### src/rtl/ram_bist_pkg.sv
// Shared defaults and FSM state encoding for the RAM BIST master.
package ram_bist_pkg;

    localparam int ADDR_W_DEF = 10;
    localparam int DATA_W_DEF = 8;
    localparam int RD_LAT_DEF = 1;

    localparam logic [2:0] ST_IDLE  = 3'd0;
    localparam logic [2:0] ST_WRITE = 3'd1;
    localparam logic [2:0] ST_READ  = 3'd2;
    localparam logic [2:0] ST_DRAIN = 3'd3;
    localparam logic [2:0] ST_DONE  = 3'd4;

endpackage

### src/rtl/ram_bist_cmp.sv
// Read-data checker: delays expected data/address by RD_LAT cycles to line up
// with mem_dataout, counts mismatches (saturating) and latches the first one.
module ram_bist_cmp
    import ram_bist_pkg::*;
#(
    parameter int ADDR_W = ADDR_W_DEF,
    parameter int DATA_W = DATA_W_DEF,
    parameter int RD_LAT = RD_LAT_DEF
) (
    input  logic              clk,
    input  logic              rst,
    input  logic              clr,
    input  logic              rd_vld,
    input  logic [ADDR_W-1:0] rd_addr,
    input  logic [DATA_W-1:0] rd_exp,
    input  logic [DATA_W-1:0] dataout,
    output logic [7:0]        err_count,
    output logic [7:0]        err_next,
    output logic [ADDR_W-1:0] first_err_addr
);

    logic [RD_LAT:1]             vld_pipe;
    logic [RD_LAT:1][ADDR_W-1:0] addr_pipe;
    logic [RD_LAT:1][DATA_W-1:0] exp_pipe;
    logic                        hit;

    always_ff @(posedge clk) begin
        if (rst) begin
            vld_pipe <= '0;
        end else begin
            vld_pipe[1] <= rd_vld;
            for (int k = 2; k <= RD_LAT; k++) vld_pipe[k] <= vld_pipe[k-1];
        end
    end

    always_ff @(posedge clk) begin
        addr_pipe[1] <= rd_addr;
        exp_pipe[1]  <= rd_exp;
        for (int k = 2; k <= RD_LAT; k++) begin
            addr_pipe[k] <= addr_pipe[k-1];
            exp_pipe[k]  <= exp_pipe[k-1];
        end
    end

    assign hit = vld_pipe[RD_LAT] && (dataout != exp_pipe[RD_LAT]);

    // err_next is exported so the FSM can settle pass in the same edge as the last compare
    always_comb begin
        err_next = err_count;
        if (clr)
            err_next = '0;
        else if (hit && err_count != 8'hFF)
            err_next = err_count + 8'd1;
    end

    always_ff @(posedge clk) begin
        if (rst) begin
            err_count      <= '0;
            first_err_addr <= '0;
        end else begin
            err_count <= err_next;
            if (clr)
                first_err_addr <= '0;
            else if (hit && err_count == 8'd0)
                first_err_addr <= addr_pipe[RD_LAT];
        end
    end

endmodule

### src/rtl/ram_bist_master.sv
// RAM BIST master: writes addr^seed over a wrapping address window, reads it
// back, and reports a pass/fail verdict with error count and first bad address.
module ram_bist_master
    import ram_bist_pkg::*;
#(
    parameter int ADDR_W = ADDR_W_DEF,
    parameter int DATA_W = DATA_W_DEF,
    parameter int RD_LAT = RD_LAT_DEF
) (
    input  logic              clk,
    input  logic              rst,
    input  logic              start,
    input  logic [ADDR_W-1:0] base_addr,
    input  logic [ADDR_W-1:0] len,
    input  logic [DATA_W-1:0] seed,
    output logic [ADDR_W-1:0] mem_addr,
    output logic [DATA_W-1:0] mem_datain,
    output logic              mem_wr,
    output logic              mem_read,
    output logic              mem_chipselect,
    input  logic [DATA_W-1:0] mem_dataout,
    output logic              busy,
    output logic              done,
    output logic              pass,
    output logic [7:0]        err_count,
    output logic [ADDR_W-1:0] first_err_addr
);

    logic [2:0]        state;
    logic [ADDR_W-1:0] cnt;
    logic [ADDR_W-1:0] len_q;
    logic [ADDR_W-1:0] base_q;
    logic [DATA_W-1:0] seed_q;
    logic [ADDR_W-1:0] next_addr;
    logic [7:0]        err_next;
    logic              start_ok;

    assign start_ok       = (state == ST_IDLE) && start;
    assign next_addr      = mem_addr + ADDR_W'(1);
    assign mem_wr         = (state == ST_WRITE);
    assign mem_read       = (state == ST_READ);
    assign mem_chipselect = mem_wr | mem_read;
    assign busy           = (state != ST_IDLE);
    assign done           = (state == ST_DONE);

    always_ff @(posedge clk) begin
        if (rst) begin
            state      <= ST_IDLE;
            cnt        <= '0;
            len_q      <= '0;
            base_q     <= '0;
            seed_q     <= '0;
            mem_addr   <= '0;
            mem_datain <= '0;
            pass       <= 1'b0;
        end else begin
            case (state)
                ST_IDLE: if (start) begin
                    state      <= ST_WRITE;
                    cnt        <= '0;
                    len_q      <= len;
                    base_q     <= base_addr;
                    seed_q     <= seed;
                    mem_addr   <= base_addr;
                    mem_datain <= DATA_W'(base_addr) ^ seed;
                    pass       <= 1'b0;
                end
                ST_WRITE: begin
                    if (cnt == len_q) begin
                        // rewind for the read pass; datain keeps the last written word
                        state    <= ST_READ;
                        cnt      <= '0;
                        mem_addr <= base_q;
                    end else begin
                        cnt        <= cnt + ADDR_W'(1);
                        mem_addr   <= next_addr;
                        mem_datain <= DATA_W'(next_addr) ^ seed_q;
                    end
                end
                ST_READ: begin
                    if (cnt == len_q) begin
                        state <= ST_DRAIN;
                        cnt   <= '0;
                    end else begin
                        cnt      <= cnt + ADDR_W'(1);
                        mem_addr <= next_addr;
                    end
                end
                ST_DRAIN: begin
                    if (cnt == ADDR_W'(RD_LAT - 1)) begin
                        state <= ST_DONE;
                        pass  <= (err_next == 8'd0);
                    end else begin
                        cnt <= cnt + ADDR_W'(1);
                    end
                end
                ST_DONE: state <= ST_IDLE;
                default: state <= ST_IDLE;
            endcase
        end
    end

    ram_bist_cmp #(
        .ADDR_W(ADDR_W),
        .DATA_W(DATA_W),
        .RD_LAT(RD_LAT)
    ) u_cmp (
        .clk           (clk),
        .rst           (rst),
        .clr           (start_ok),
        .rd_vld        (mem_read),
        .rd_addr       (mem_addr),
        .rd_exp        (DATA_W'(mem_addr) ^ seed_q),
        .dataout       (mem_dataout),
        .err_count     (err_count),
        .err_next      (err_next),
        .first_err_addr(first_err_addr)
    );

endmodule

### config.mk
export PLATFORM = sky130hd
export DESIGN_NAME = ram_bist_master
export DESIGN_NICKNAME = d
export VERILOG_FILES = /design/src/rtl/ram_bist_pkg.sv /design/src/rtl/ram_bist_cmp.sv /design/src/rtl/ram_bist_master.sv
export SDC_FILE = /design/constraint.sdc
export NUM_CORES = 1
export LEC_CHECK = 0
export BUFFER_PORTS_ARGS = -buffer_cell sky130_fd_sc_hd__buf_4
export CELL_PAD_IN_SITES_DETAIL_PLACEMENT = 0
export CELL_PAD_IN_SITES_GLOBAL_PLACEMENT = 1
export CORE_ASPECT_RATIO = 0.8
export CORE_UTILIZATION = 25
export CTS_CLUSTER_SIZE = 25
export DETAILED_ROUTE_END_ITERATION = 6
export PLACE_DENSITY_LB_ADDON = 0.1
export SYNTH_ARGS = -nofsm -noshare
export SYNTH_HDL_FRONTEND = slang
export SYNTH_SLANG_ARGS = --single-unit
### constraint.sdc
create_clock -name clk -period 4.3 [get_ports clk]
set_input_delay 0.43 -clock clk [delete_from_list [all_inputs] [get_ports clk]]
set_output_delay 0.43 -clock clk [all_outputs]
set_load 0.005 [all_outputs]
After elaboration in Yosys (flattened, before gate mapping)
Index checks and enable logic that the tools add are counted.
Cells by class
  add/subtract/negate cells: 3
  multiplexer cells: 21
  bitwise gates (word level): 4
  reduce and logical (&&, ||, !) cells: 21
  equality and inequality tests: 14
Operators with widths (number)
  two-way mux 10 bit: 6
  one-hot mux 10 bit (3 select lines): 2
  two-way mux 8 bit: 4
  bitwise XOR 8 bit: 3
  adder 10 x 1 -> 10 bit, second input constant: 2
  zero test 8 bit: 2
  one-hot mux 8 bit (2 select lines): 1
  two-way mux 3 bit: 4
  one-hot mux 3 bit (4 select lines): 1
  AND reduction 3 bit: 4
  == test 10 bit: 1
  zero test 10 bit: 1
  inequality test 2 bit, second input constant: 5
  nonzero test 3 bit: 3
  adder 8 x 1 -> 8 bit, second input constant: 1
  inequality test 8 bit: 1
  inequality test 8 bit, second input constant: 1
  == test 3 x 2 -> 1 bit, second input constant: 2
  logical AND 1 bit: 4
  inequality test 2 x 1 -> 1 bit, second input constant: 2
  AND reduction 4 bit: 1
  nonzero test 2 bit: 2
  OR reduction 2 bit: 2
  == test 3 x 1 -> 1 bit, second input constant: 1
  6 further kinds: 7
Word-level totals
  bits in registers: 97
  output and inout port bits: 42
  input bits: 39

Logic depth before layout (Yosys ltp)
  word-level depth: 8
  depth in mapped cells: 8
  depth with buffers taken out: 8

Modules after synthesis
From an unflattened synthesis, not the netlist that was laid out.
Unflattened totals
  cells, all modules: 571
  area total of the unflattened synthesis: 4717.0 um2
By module, submodules not included
  ram_bist_master: area each 3285.7 um2, cells each 420, seq. area each 1201.2 um2, times used 1
  ram_bist_cmp: area each 1431.4 um2, cells each 151, seq. area each 740.7 um2, times used 1

Worst setup path after synthesis
No wires, ideal clock.
  path kind: reg-to-reg
  start: register cnt[5]
  end: register cnt[2]
  path slack: 2.492 ns
  clock period less this slack: 1.808 ns
  buffers on the path: 0
  library setup time: 0.132 ns
  arrival time: 1.676 ns
  cell stages (with the launch flop): 7
  cells stage by stage: dfxtp_1 -> xor2_1 -> nor4_1 -> nand3_1 -> a211o_1 -> a21oi_2 -> nor3_1
On the way
  word-level cells in the longest chain between the ends: 3
  elaborated cells on any way between the ends: 6
  classes of those cells: eq/ne (2); mux (2); reduce/logical (2)
RTL lines
  start, declared: RTL line ram_bist_master.sv:30  | logic [ADDR_W-1:0] cnt;
  start signal, assigned: RTL line ram_bist_master.sv:75  | cnt <= cnt + ADDR_W'(1);
  start signal, assigned: RTL line ram_bist_master.sv:85  | cnt <= cnt + ADDR_W'(1);
  start signal, assigned: RTL line ram_bist_master.sv:94  | cnt <= cnt + ADDR_W'(1);
  == test 10 bit / zero test 10 bit (equally long branches): RTL line ram_bist_master.sv:69, ram_bist_master.sv:81, ram_bist_master.sv:90
  two-way mux 10 bit / inequality test 2 bit (equally long branches)
  one-hot mux 10 bit (3 select lines) / AND reduction 3 bit (equally long branches)
Several ways; a longest one is shown, not always the timed one.
A chain may end at the register's enable or synchronous reset.

Worst setup path after layout
  start: register state[0]
  end: output port mem_chipselect
On the way
  word-level cells in the longest chain between the ends: 2
  elaborated cells on any way between the ends: 3
  classes of those cells: eq/ne (2); bitwise (1)
RTL lines
  start, declared: RTL line ram_bist_master.sv:29  | logic [2:0] state;
  start signal, assigned: RTL line ram_bist_master.sv:48  | state <= ST_IDLE;
  start signal, assigned: RTL line ram_bist_master.sv:59  | state <= ST_WRITE;
  start signal, assigned: RTL line ram_bist_master.sv:71  | state <= ST_READ;
  == test 3 x 1 -> 1 bit / == test 3 x 2 -> 1 bit (equally long branches): RTL line ram_bist_master.sv:40, ram_bist_master.sv:41
  bitwise OR 1 bit *: RTL line ram_bist_master.sv:42  | assign mem_chipselect = mem_wr | mem_read;
  end, declared: RTL line ram_bist_master.sv:20  | output logic mem_chipselect,
Mark *: on every way between the ends. The rest lies on a longest branch, timed or not.

==> impl_metrics.ini <==
[clock_network]
cts_buffers = 9
clkSlewWorstSetupHoldPaths_ns = 0.07
hold_buffers = 0
cts_tree = done
cts.sinks = 97
cts_resized = 0
clock_latency_ns = 0.35
cts.htree.levels = 3
clockRootBuffer = clkbuf_16
cts_setup_buffers = 0
clockBufferDepth = 2

[pwr]
internal_power_w = 0.00180
sequentialPowerShare = 0.436
clkPwrFrac = 0.309
switchingPower_w = 0.000882
vdd_ir_drop_max_v = 0.000186
share_comb_of_total_power = 0.255
power.density_nw_per_um2 = 482
power.leakage_nw = 2.32
sw_frac_of_total = 0.329
total_power_w = 0.00268

[sta]
fin_crit_ns = 3.12
fmax_mhz = 321
finalSetupViolCount = 0
maxSlewViolCount = 0
setup_ws_ns = 1.18
worst_pin_slew_ns = 0.935
rsz0062_at_grt = false
setup_tns_ns = 0
skew_ns = 0.00598
hold_violations = 0
max_slew_margin = 0.374
finalCritPeriodShare = 0.724

[logic_synthesis]
synth_top_cells_by_area = dfxtp_1 (43%), xor2_1 (7.4%), nand2_1 (6.8%)
netlist_instances = 520
synthFlopType = dfxtp_1
synth_common_cells = dfxtp_1 (97), nand2_1 (81), nor2_1 (44), a21oi_1 (39), xor2_1 (38)
synth_edf_count = 0
yosysTopAreaCell = dfxtp_1
avgSynthCellArea_sq_um = 8.61
synth_top_area_frac = 0.434
synth_warnings = 0
synth_fp_nets = 564
synth.distinct_cells = 52
synth-seq-area-share = 0.434
yosysMostFrequentCell = dfxtp_1
ys_ff_latch = 97
synthArstFlopShare = 0
syn_area_sq_um = 4480

[hold_path]
min-delay-start = len[3]
holdPathStages = 3
holdPathEnd = len_q[3]$_SDFFE_PP0N_
holdCritPathClass = in -> reg

[worst_setup_path]
ff2ff_path_depth = 6
ff2ff_setup_slack_ns = 1.76
cp_data_arrival_time_ns = 2.69
worstReg2RegEnd = cnt[8]$_SDFFE_PP0P_
required_ns = 3.87
cp-start-kind = flip-flop
slowest_stage = nor2_1
crit_fanout = 14
worstSetupPathType = reg -> out
path_cells = nand2b_1 > or2_2 > inv_2 > nor2_1 > inv_1 > buf_4
path_buf_inv = 3
critPathTopFamily = simple AND/OR/NAND/NOR gates
cp_slowest_stage_delay_ns = 0.74
timing.rr.start = cnt[5]$_SDFFE_PP0P_
endpoint_kind = primary output

[detailed_routing]
vias = 3839
drcViolationCount = 0
drt_pass1_iterations = 4
ant_nets = 0
wl_per_cell_um = 16.4
drt_iter0_drc = 297
wirelength_um = 13300
via_per_inst = 4.72

[layout]
fillers = 1889
final_nets = 629
stdcell_area_sq_um = 5560
areaGrowthSynthToFinish_pct = 24.2
diodes = 0
regArea_sq_um = 1940
layout.cells.non_filler = 814
multi_input_area_sq_um = 2370
drive_above_1_share = 0.190

[die]
die_h_um = 122
rows = 43
die_area_sq_um = 18400
start_util = 0.257
core_area_sq_um = 17400
fp.dieW_um = 152
ioPinCount = 81

[place]
portBuffers = 80
gp_congestion = 0.746
dp_cells = 799
postPlaceCellArea_sq_um = 5270
hpwl_um = 9150
place_worst_setup_slack_ns = 1.59

[global_routing]
globalRouteTotalUtil = 0.152
grt_pass1_vias = 3662
grt_pass1_wl_um = 20800
overflow = 0
antenna_found_initial = 0
grt_start_max_net_pins = 53

[outcome]
status = finished, final reports clean

[flow_run]
cap_violations = 0
==> cell usage in the layout (no fill, tap or decap), drive strengths merged, types with 8 or more instances in the layout <==
| master | synthesis | final |
|---|---|---|
| mux2i | 11 | 11 |
| o21ai | 11 | 11 |
| nand3 | 11 | 11 |
| nor3 | 15 | 15 |
| xor2 | 38 | 38 |
| nand4 | 8 | 8 |
| nand2 | 81 | 81 |
| a31oi | 15 | 15 |
| inv | 9 | 10 |
| nor2 | 44 | 44 |
| xnor2 | 25 | 25 |
| a21oi | 42 | 42 |
| and3 | 12 | 12 |
| buf | 9 | 85 |
| clkbuf | 22 | 11 |
| a211o | 9 | 9 |
| dfxtp | 97 | 97 |
==> worst max-delay path by stage <==
stage | from | endpoint | cells past startpoint
floorplan | cnt[5]$_SDFFE_PP0P_ | cnt[2]$_SDFFE_PP0P_ | 6
global placement | state[0]$_SDFFE_PP0P_ | mem_chipselect | 6
detailed placement | state[0]$_SDFFE_PP0P_ | mem_chipselect | 6
CTS | state[0]$_SDFFE_PP0P_ | mem_chipselect | 6
global route | state[0]$_SDFFE_PP0P_ | mem_chipselect | 6
finish | state[0]$_SDFFE_PP0P_ | mem_chipselect | 6
==> flip-flops by register name, summed over array words and instances, names as in the netlist, 8 cells and up <==
| name | cells |
|---|---|
| u_cmp.err_count | 8 |
| u_cmp.exp_pipe | 8 |
| base_q | 10 |
| mem_datain | 8 |
| u_cmp.addr_pipe | 10 |
| len_q | 10 |
| cnt | 10 |
| u_cmp.first_err_addr | 10 |
| mem_addr | 10 |
| seed_q | 8 |
==> worst register-to-register path: stages, from the launching register on <==
cell     delay (ns)
dfxtp_1        0.35
xor2_1         0.16
nor4_1         0.43
nand3_1        0.53
a211o_1        0.47
a21oi_2        0.37
nor3_1         0.10
==> power groups by stage <==
| stage | Clock [W] | Sequential [W] | Combinational (W) |
|---|---|---|---|
| 2_1_floorplan | 0 | 0.00114 | 0.000455 |
| 3_3_place_gp | 0 | 0.00119 | 0.000688 |
| 3_5_place_dp | 0 | 0.00119 | 0.000691 |
| 4_1_cts | 0.000858 | 0.00117 | 0.000693 |
| 5_1_grt | 0.000893 | 0.00119 | 0.000763 |
| 6_report | 0.000827 | 0.00117 | 0.000684 |
==> logic make-up (layout without fill, tap and decap cells) <==
group	count (synthesis)	after routing	synth area share
adders and majority gates	6	6	0.0162
buffers and inverters	40	109	0.0397
xor gates and xnor gates	63	63	0.123
AOI/OAI and AO/OA	102	102	0.148
and+or+nand+nor	199	199	0.210
muxes	13	13	0.0296
DFF	97	97	0.434
==> through the flow <==
stage	hold WS [ns]	util
after CTS	0.310	0.319
after global routing	0.314	0.319
after floorplan	0.366	-
final	0.326	0.319
after global placement	0.431	0.302
after detailed placement	0.435	0.302
==> per-layer routing <==
layer  vias up  track usage  wire length [um]
met1      1774        0.226              6990
met4         0       0.0408               145
met2       112        0.217              5450
met5         -            0                 0
li1       1941            -                 -
met3        12       0.0333               761
==> layout make-up <==
cell class	instances	area share
multi-input cells	383	0.426
flip-flops and latches	97	0.349
repair buffers	85	0.115
well taps	225	0.0506
clock buffers	11	0.0437
clock inverters	4	0.00945
inverters	9	0.00608
Note: power is estimated with default switching activity, not from simulation.
